[config.mk]
export PLATFORM = sky130hd
export DESIGN_NAME = ctrl_seq_flat
export DESIGN_NICKNAME = d
export VERILOG_FILES = /design/src/rtl/ctrl_seq_pkg.sv /design/src/rtl/ctrl_seq_if.sv /design/src/rtl/ctrl_seq_timing.sv /design/src/rtl/ctrl_seq.sv /design/src/flat_wrapper.sv
export SDC_FILE = /design/constraint.sdc
export NUM_CORES = 1
export LEC_CHECK = 0
export ABC_AREA = 1
export CORE_MARGIN = 2
export CORE_UTILIZATION = 30
export CTS_BUF_LIST = sky130_fd_sc_hd__clkbuf_8
export CTS_CLUSTER_DIAMETER = 80
export DETAILED_ROUTE_END_ITERATION = 8
export GPL_TIMING_DRIVEN = 0
export PLACE_DENSITY = 0.65
export REMOVE_ABC_BUFFERS = 1
export SETUP_SLACK_MARGIN = 0.05
export SYNTH_ARGS = -nofsm -noshare
export SYNTH_HDL_FRONTEND = slang
export SYNTH_HIERARCHICAL = 1
export SYNTH_SLANG_ARGS = --single-unit
[constraint.sdc]
create_clock -name clk -period 1.6 [get_ports clk]
set_input_delay 0.24 -clock clk [delete_from_list [all_inputs] [get_ports clk]]
set_output_delay 0.24 -clock clk [all_outputs]
set_load 0.02 [all_outputs]
[src/rtl/ctrl_seq_pkg.sv]
// Shared constants for the control sequencer: bus select codes, opcodes,
// the halt encoding and the run/halt state type.
package ctrl_seq_pkg;
   localparam logic [2:0] SEL_AR  = 3'd0;
   localparam logic [2:0] SEL_PC  = 3'd1;
   localparam logic [2:0] SEL_DR  = 3'd2;
   localparam logic [2:0] SEL_AC  = 3'd3;
   localparam logic [2:0] SEL_IR  = 3'd4;
   localparam logic [2:0] SEL_RAM = 3'd6;

   localparam logic [2:0] OP_LDA = 3'd2;
   localparam logic [2:0] OP_STA = 3'd3;
   localparam logic [2:0] OP_BUN = 3'd4;
   localparam logic [2:0] OP_REG = 3'd7;

   localparam logic [15:0] HLT_IR = 16'h7001;
   localparam logic [3:0]  SC_MAX = 4'd5;

   typedef enum logic {S_HALT, S_RUN} state_t;
endpackage

[src/rtl/ctrl_seq_if.sv]
// Sequencer control bus: run/stall inputs and IR towards the sequencer,
// bus select, load/memory strobes and status back to the datapath.
interface ctrl_seq_if #(parameter int N = 16);
   logic         start;
   logic         hold;
   logic [N-1:0] ir;
   logic [2:0]   sss;
   logic         ld_ar, ld_pc, ld_dr, ld_ac, ld_ir;
   logic         inc_pc;
   logic         mem_rd, mem_wr;
   logic [3:0]   sc;
   logic [15:0]  t;
   logic         busy;
   logic         instr_done;

   modport master (
      output start, hold, ir,
      input  sss, ld_ar, ld_pc, ld_dr, ld_ac, ld_ir, inc_pc, mem_rd, mem_wr,
             sc, t, busy, instr_done
   );
   modport slave (
      input  start, hold, ir,
      output sss, ld_ar, ld_pc, ld_dr, ld_ac, ld_ir, inc_pc, mem_rd, mem_wr,
             sc, t, busy, instr_done
   );
endinterface

[src/rtl/ctrl_seq_timing.sv]
// Sequence counter with synchronous clear/enable and one-hot T-state decode.
module seq_timing (
   input  logic        clk,
   input  logic        rst_n,
   input  logic        clr,
   input  logic        en,
   output logic [3:0]  sc,
   output logic [15:0] t
);
   always_ff @(posedge clk) begin
      if (!rst_n)   sc <= 4'd0;
      else if (clr) sc <= 4'd0;
      else if (en)  sc <= sc + 4'd1;
   end

   assign t = 16'd1 << sc;
endmodule

[src/rtl/ctrl_seq.sv]
// Basic-computer control sequencer: fetch/indirect/execute micro-steps for
// LDA, STA, BUN and register reference, with stall and halt handling.
module ctrl_seq
   import ctrl_seq_pkg::*;
#(
   parameter int N  = 16,
   parameter int AW = 12
) (
   input logic      clk,
   input logic      rst_n,
   ctrl_seq_if.slave bus
);
   // Address field must sit below the I bit and opcode.
   if (AW < 1 || AW > N - 4) begin : g_bad_aw
      $error("ctrl_seq: AW does not fit below the opcode field");
   end

   state_t     state;
   logic       i_bit;
   logic [2:0] opcode;
   logic       end_instr, bad_sc, run_ok, sc_clr;

   assign bad_sc = bus.sc > SC_MAX;
   assign run_ok = (state == S_RUN) && !bus.hold && !bad_sc;

   always_comb begin
      bus.sss    = SEL_AR;
      bus.ld_ar  = 1'b0;
      bus.ld_pc  = 1'b0;
      bus.ld_dr  = 1'b0;
      bus.ld_ac  = 1'b0;
      bus.ld_ir  = 1'b0;
      bus.inc_pc = 1'b0;
      bus.mem_rd = 1'b0;
      bus.mem_wr = 1'b0;
      end_instr  = 1'b0;
      if (run_ok) begin
         case (bus.sc)
            4'd0: begin bus.sss = SEL_PC; bus.ld_ar = 1'b1; end
            4'd1: begin
               bus.sss = SEL_RAM; bus.mem_rd = 1'b1;
               bus.ld_ir = 1'b1; bus.inc_pc = 1'b1;
            end
            4'd2: begin bus.sss = SEL_IR; bus.ld_ar = 1'b1; end
            4'd3: begin
               if (opcode == OP_REG) end_instr = 1'b1;
               else if (i_bit) begin
                  bus.sss = SEL_RAM; bus.mem_rd = 1'b1; bus.ld_ar = 1'b1;
               end
            end
            4'd4: begin
               case (opcode)
                  OP_LDA: begin bus.sss = SEL_RAM; bus.mem_rd = 1'b1; bus.ld_dr = 1'b1; end
                  OP_STA: begin bus.sss = SEL_AC; bus.mem_wr = 1'b1; end_instr = 1'b1; end
                  OP_BUN: begin bus.sss = SEL_AR; bus.ld_pc = 1'b1; end_instr = 1'b1; end
                  default: end_instr = 1'b1;
               endcase
            end
            4'd5: begin
               if (opcode == OP_LDA) begin bus.sss = SEL_DR; bus.ld_ac = 1'b1; end
               end_instr = 1'b1;
            end
            default: ;
         endcase
      end
   end

   assign bus.instr_done = end_instr;
   assign bus.busy       = (state == S_RUN);

   // Illegal SC recovery overrides a stall; otherwise hold freezes SC.
   assign sc_clr = (state == S_HALT) || bad_sc || end_instr;

   seq_timing u_timing (
      .clk   (clk),
      .rst_n (rst_n),
      .clr   (sc_clr),
      .en    (run_ok),
      .sc    (bus.sc),
      .t     (bus.t)
   );

   always_ff @(posedge clk) begin
      if (!rst_n) begin
         state  <= S_HALT;
         i_bit  <= 1'b0;
         opcode <= 3'd0;
      end else if (bad_sc) begin
         state <= S_HALT;
      end else if (state == S_HALT) begin
         if (bus.start) state <= S_RUN;
      end else if (!bus.hold) begin
         if (bus.sc == 4'd2) begin
            i_bit  <= bus.ir[N-1];
            opcode <= bus.ir[N-2:N-4];
         end
         if (bus.sc == 4'd3 && opcode == OP_REG && bus.ir == N'(HLT_IR))
            state <= S_HALT;
      end
   end
endmodule

[src/flat_wrapper.sv]
// flat-port wrapper written by rule: the top's interface ports become plain ports
module ctrl_seq_flat import ctrl_seq_pkg::*;
#(
   parameter int N  = 16,
   parameter int AW = 12
)
  (clk, rst_n, bus_start, bus_hold, bus_ir, bus_sss, bus_ld_ar, bus_ld_pc, bus_ld_dr, bus_ld_ac, bus_ld_ir, bus_inc_pc, bus_mem_rd, bus_mem_wr, bus_sc, bus_t, bus_busy, bus_instr_done);
  ctrl_seq_if #(.N(N)) bus_i ();
  input logic clk;
  input logic rst_n;
  input wire logic [$bits(bus_i.start)-1:0] bus_start;
  input wire logic [$bits(bus_i.hold)-1:0] bus_hold;
  input wire logic [$bits(bus_i.ir)-1:0] bus_ir;
  output wire logic [$bits(bus_i.sss)-1:0] bus_sss;
  output wire logic [$bits(bus_i.ld_ar)-1:0] bus_ld_ar;
  output wire logic [$bits(bus_i.ld_pc)-1:0] bus_ld_pc;
  output wire logic [$bits(bus_i.ld_dr)-1:0] bus_ld_dr;
  output wire logic [$bits(bus_i.ld_ac)-1:0] bus_ld_ac;
  output wire logic [$bits(bus_i.ld_ir)-1:0] bus_ld_ir;
  output wire logic [$bits(bus_i.inc_pc)-1:0] bus_inc_pc;
  output wire logic [$bits(bus_i.mem_rd)-1:0] bus_mem_rd;
  output wire logic [$bits(bus_i.mem_wr)-1:0] bus_mem_wr;
  output wire logic [$bits(bus_i.sc)-1:0] bus_sc;
  output wire logic [$bits(bus_i.t)-1:0] bus_t;
  output wire logic [$bits(bus_i.busy)-1:0] bus_busy;
  output wire logic [$bits(bus_i.instr_done)-1:0] bus_instr_done;
  assign bus_i.start = bus_start;
  assign bus_i.hold = bus_hold;
  assign bus_i.ir = bus_ir;
  assign bus_sss = bus_i.sss;
  assign bus_ld_ar = bus_i.ld_ar;
  assign bus_ld_pc = bus_i.ld_pc;
  assign bus_ld_dr = bus_i.ld_dr;
  assign bus_ld_ac = bus_i.ld_ac;
  assign bus_ld_ir = bus_i.ld_ir;
  assign bus_inc_pc = bus_i.inc_pc;
  assign bus_mem_rd = bus_i.mem_rd;
  assign bus_mem_wr = bus_i.mem_wr;
  assign bus_sc = bus_i.sc;
  assign bus_t = bus_i.t;
  assign bus_busy = bus_i.busy;
  assign bus_instr_done = bus_i.instr_done;
  ctrl_seq #(.N(N), .AW(AW)) u_core (.clk(clk), .rst_n(rst_n), .bus(bus_i));
endmodule
==> results by group, run 1 <==
Route
  • DR vias: 1188
  • DRC: 0
  • WL/cell: 10.2 µm
  • DRT antenna net count: 0
  • WL final: 2700 µm
  • Drt pass-1 iters: 4
  • 1st-iter DRT viols: 31
  • Vias per cell: 4.50

Layout
  • Fill cells: 307
  • Final Non-Filler Cells: 264
  • Final Net Count: 258
  • Final core utilization: 57.9%
  • Share of cells above drive strength 1: 43.7%
  • Final Cell Area: 1740 µm²
  • Area grow syn2layout: 85.8%
  • Inserted Diodes: 0

Floorplanning
  • Die area: 3580 µm²
  • IO Count: 53
  • Die Ht: 59.9 µm
  • Die width: 59.9 µm
  • Initial Utilization: 31.2%
  • Row count: 20
  • Core area: 3000 µm²

Global routing
  • GRT Total Usage: 14.9%
  • Vias in the first global route: 979
  • Largest net degree at the start of global routing: 11
  • First-pass GRT wire length: 4240 µm
  • GR Overflow Total: 0
  • Initial antenna violation count: 0

Clocking
  • Clk buf depth: 2
  • Clk Latency, worst-skew pair: 0.23 ns
  • CTS clk-pin slew, worst paths: 0.05 ns
  • TritonCTS clock tree: done
  • CTS Buf Count: 3
  • CTS root buf: clkbuf_8
  • H-tree Lvls: 1
  • Clk sinks: 9

Power
  • Peak VDD IR: 0.312 mV
  • Pleak: 0.000851 µW
  • Pwr Total: 652 µW
  • PwrDens: 375 nW/µm²

Synth
  • Main combinational cell family by area after synthesis: simple AND/OR/NAND/NOR gates
  • Post-synthesis mux area share: 0%
  • Synth Area per Inst: 5.85 µm²
  • Synth Warn #: 6
  • Synth area leader: dfxtp_1
  • EDFF count, synth: 0
  • Synthesized area: 936 µm²
  • Simple-Gate Fraction of Synth Area: 49.7%
  • Top-count cell post-synth: nand2_1
  • Xor/xnor share of the synthesized area: 0%
  • Async SR Flop Fraction: 0%
  • Most frequent cells after synthesis: nand2_1, inv_1, nor2_1
  • Adder-cell area share of the yosys netlist: 8.02%
  • #FFs+latches synth: 9
  • Synth cell types: 23
  • Synthesized instance count: 160
  • Seq/Total Area, Yosys: 19.3%
  • Top-area cell type share of the netlist area: 19.3%
  • Top FF cell, synth: dfxtp_1
  • Compound-Gate Fraction of Synth Area: 8.02%
  • Top cells by area, synth: dfxtp_1, nand2_1, inv_1

Worst setup path
  • Worst setup SP type: flop
  • Crit path capture type: primary output
  • Worst Reg-to-Reg Cells: 10
  • Setup Crit Path Kind: flop to primary output
  • WP data arrival: 1.33 ns
  • Crit Path Max Fanout: 6
  • Required time of the critical path: 1.36 ns

STA
  • Worst hold slack: 0.461 ns
  • RSZ-0062 raised after global routing: yes
  • Crit path time final: 1.57 ns
  • Final hold vios: 0
  • Fmax: 0.637 GHz
  • Clk_skew: 0.00624 ns
  • Final period util: 98.1%
  • Max-slew headroom: 84.9%
  • Final setup fails: 0
  • Fin. max-slew vios: 0
  • Worst slew pin tran: 0.225 ns

Placement
  • Placer Congestion: 0.787
  • IO buf count: 52
  • Placed Cells: 242
  • Post-Place Cell Area: 1470 µm²
  • Detailed placement HPWL: 1900 µm

Worst hold path
  • Worst Hold Class: flop to flop
  • Hold path depth: 2

Flow run
  • Max_cap viols: 0

Outcome
  • Outcome: finished clean
==> per-stage QoR <==
step                setup WS (ns)  setup TNS, ns
CTS                       0.00899              0
floorplan                  -0.333          -1.79
detailed placement         -0.657         -12.90
finish                     0.0310              0
global route              -0.0523         -0.204
global placement           -0.654         -12.92
==> routing by layer <==
metal	track usage [%]	vias to the layer above	share of wire, %
li1	-	641	-
met1	21.5	510	46
met2	23.3	35	47
met3	2.60	2	5.6
met4	2.86	0	0.52
met5	0	-	0
==> critical path: stages, from the launching register on <==
cell and delay [ns]:
dfxtp_4 0.38, inv_4 0.07, nand2_4 0.06, nor2_4 0.17, nand2_2 0.10, nand3_2 0.08, nand2_1 0.05, nand2_1 0.07
buf_6 0.11
==> report_power, final <==
part / internal (µW) / leakage, µW / switching [µW]
clock network: 167 / 0.0000269 / 93.2
logic: 85.5 / 0.000747 / 75.3
registers: 223 / 0.0000778 / 7.04
==> final cells by class <==
cell class	count	area [µm²]	share of cell area (%)
Clock inverter	1	3.75	0.216
Clock buffer	3	41.3	2.37
Tap cell	33	41.3	2.37
Inverter	31	136	7.84
Multi-Input combinational cell	117	743	42.7
Sequential cell	9	200	11.5
Timing Repair Buffer	70	573	32.9
==> registers in the layout, summed over array words and instances (netlist names) <==
name,cells
u_core/bus.busy,1
u_core/u_timing/sc,4
u_core/opcode,3
u_core/i_bit,1
==> cell families (layout without fill, tap and decap cells) <==
group	after synthesis	after routing
AO/OA/AOI/OAI	13	13
adder cells (fa/ha/maj)	6	6
buffers and inverters	34	105
flip-flops	9	9
AND/OR/NAND/NOR	98	98
==> final timing paths <==
| check | from | endpoint | slack (ns) |
|---|---|---|---|
| setup / recovery | u_core/u_timing/sc[3]$_SDFFE_PP0P_ | bus_sss[2] | 0.03 |
| hold / removal | u_core/i_bit$_SDFFE_PN0P_ | u_core/i_bit$_SDFFE_PN0P_ | 0.46 |
| setup reg to reg | u_core/u_timing/sc[1]$_SDFFE_PP0P_ | u_core/u_timing/sc[3]$_SDFFE_PP0P_ | 0.17 |
| hold reg to reg | u_core/i_bit$_SDFFE_PN0P_ | u_core/i_bit$_SDFFE_PN0P_ | 0.46 |
==> what timing repair did <==
| action | in CTS | in global routing |
|---|---|---|
| hold buffers | 0 | 0 |
| setup endpoints to repair | 36 | 30 |
| buffers inserted | 8 | 10 |
| gates resized for setup | 159 | 45 |
| pin swaps | 6 | 11 |
==> placed cells by master, fill, tap and decap left out, drive strengths merged, types with 6 or more instances in the layout <==
cell,instances
buf,46
nand2,41
inv,31
nor2,30
clkdlybuf4s50,21
nor3,13
a21oi,10
nand3,9
dfxtp,9
ha,6
No activity file was read; power rests on OpenSTA's default activity.
==> inputs of run 2 (changes only) <==
--- a/config.mk
+++ b/config.mk
@@ -10,6 +10,7 @@
 export CORE_UTILIZATION = 30
 export CTS_BUF_LIST = sky130_fd_sc_hd__clkbuf_8
 export CTS_CLUSTER_DIAMETER = 80
+export CTS_CLUSTER_SIZE = 20
 export DETAILED_ROUTE_END_ITERATION = 8
 export GPL_TIMING_DRIVEN = 0
 export PLACE_DENSITY = 0.65
==> results of run 2 <==
Same layout as run 1: the final DEF is identical, and so are final timing and power.
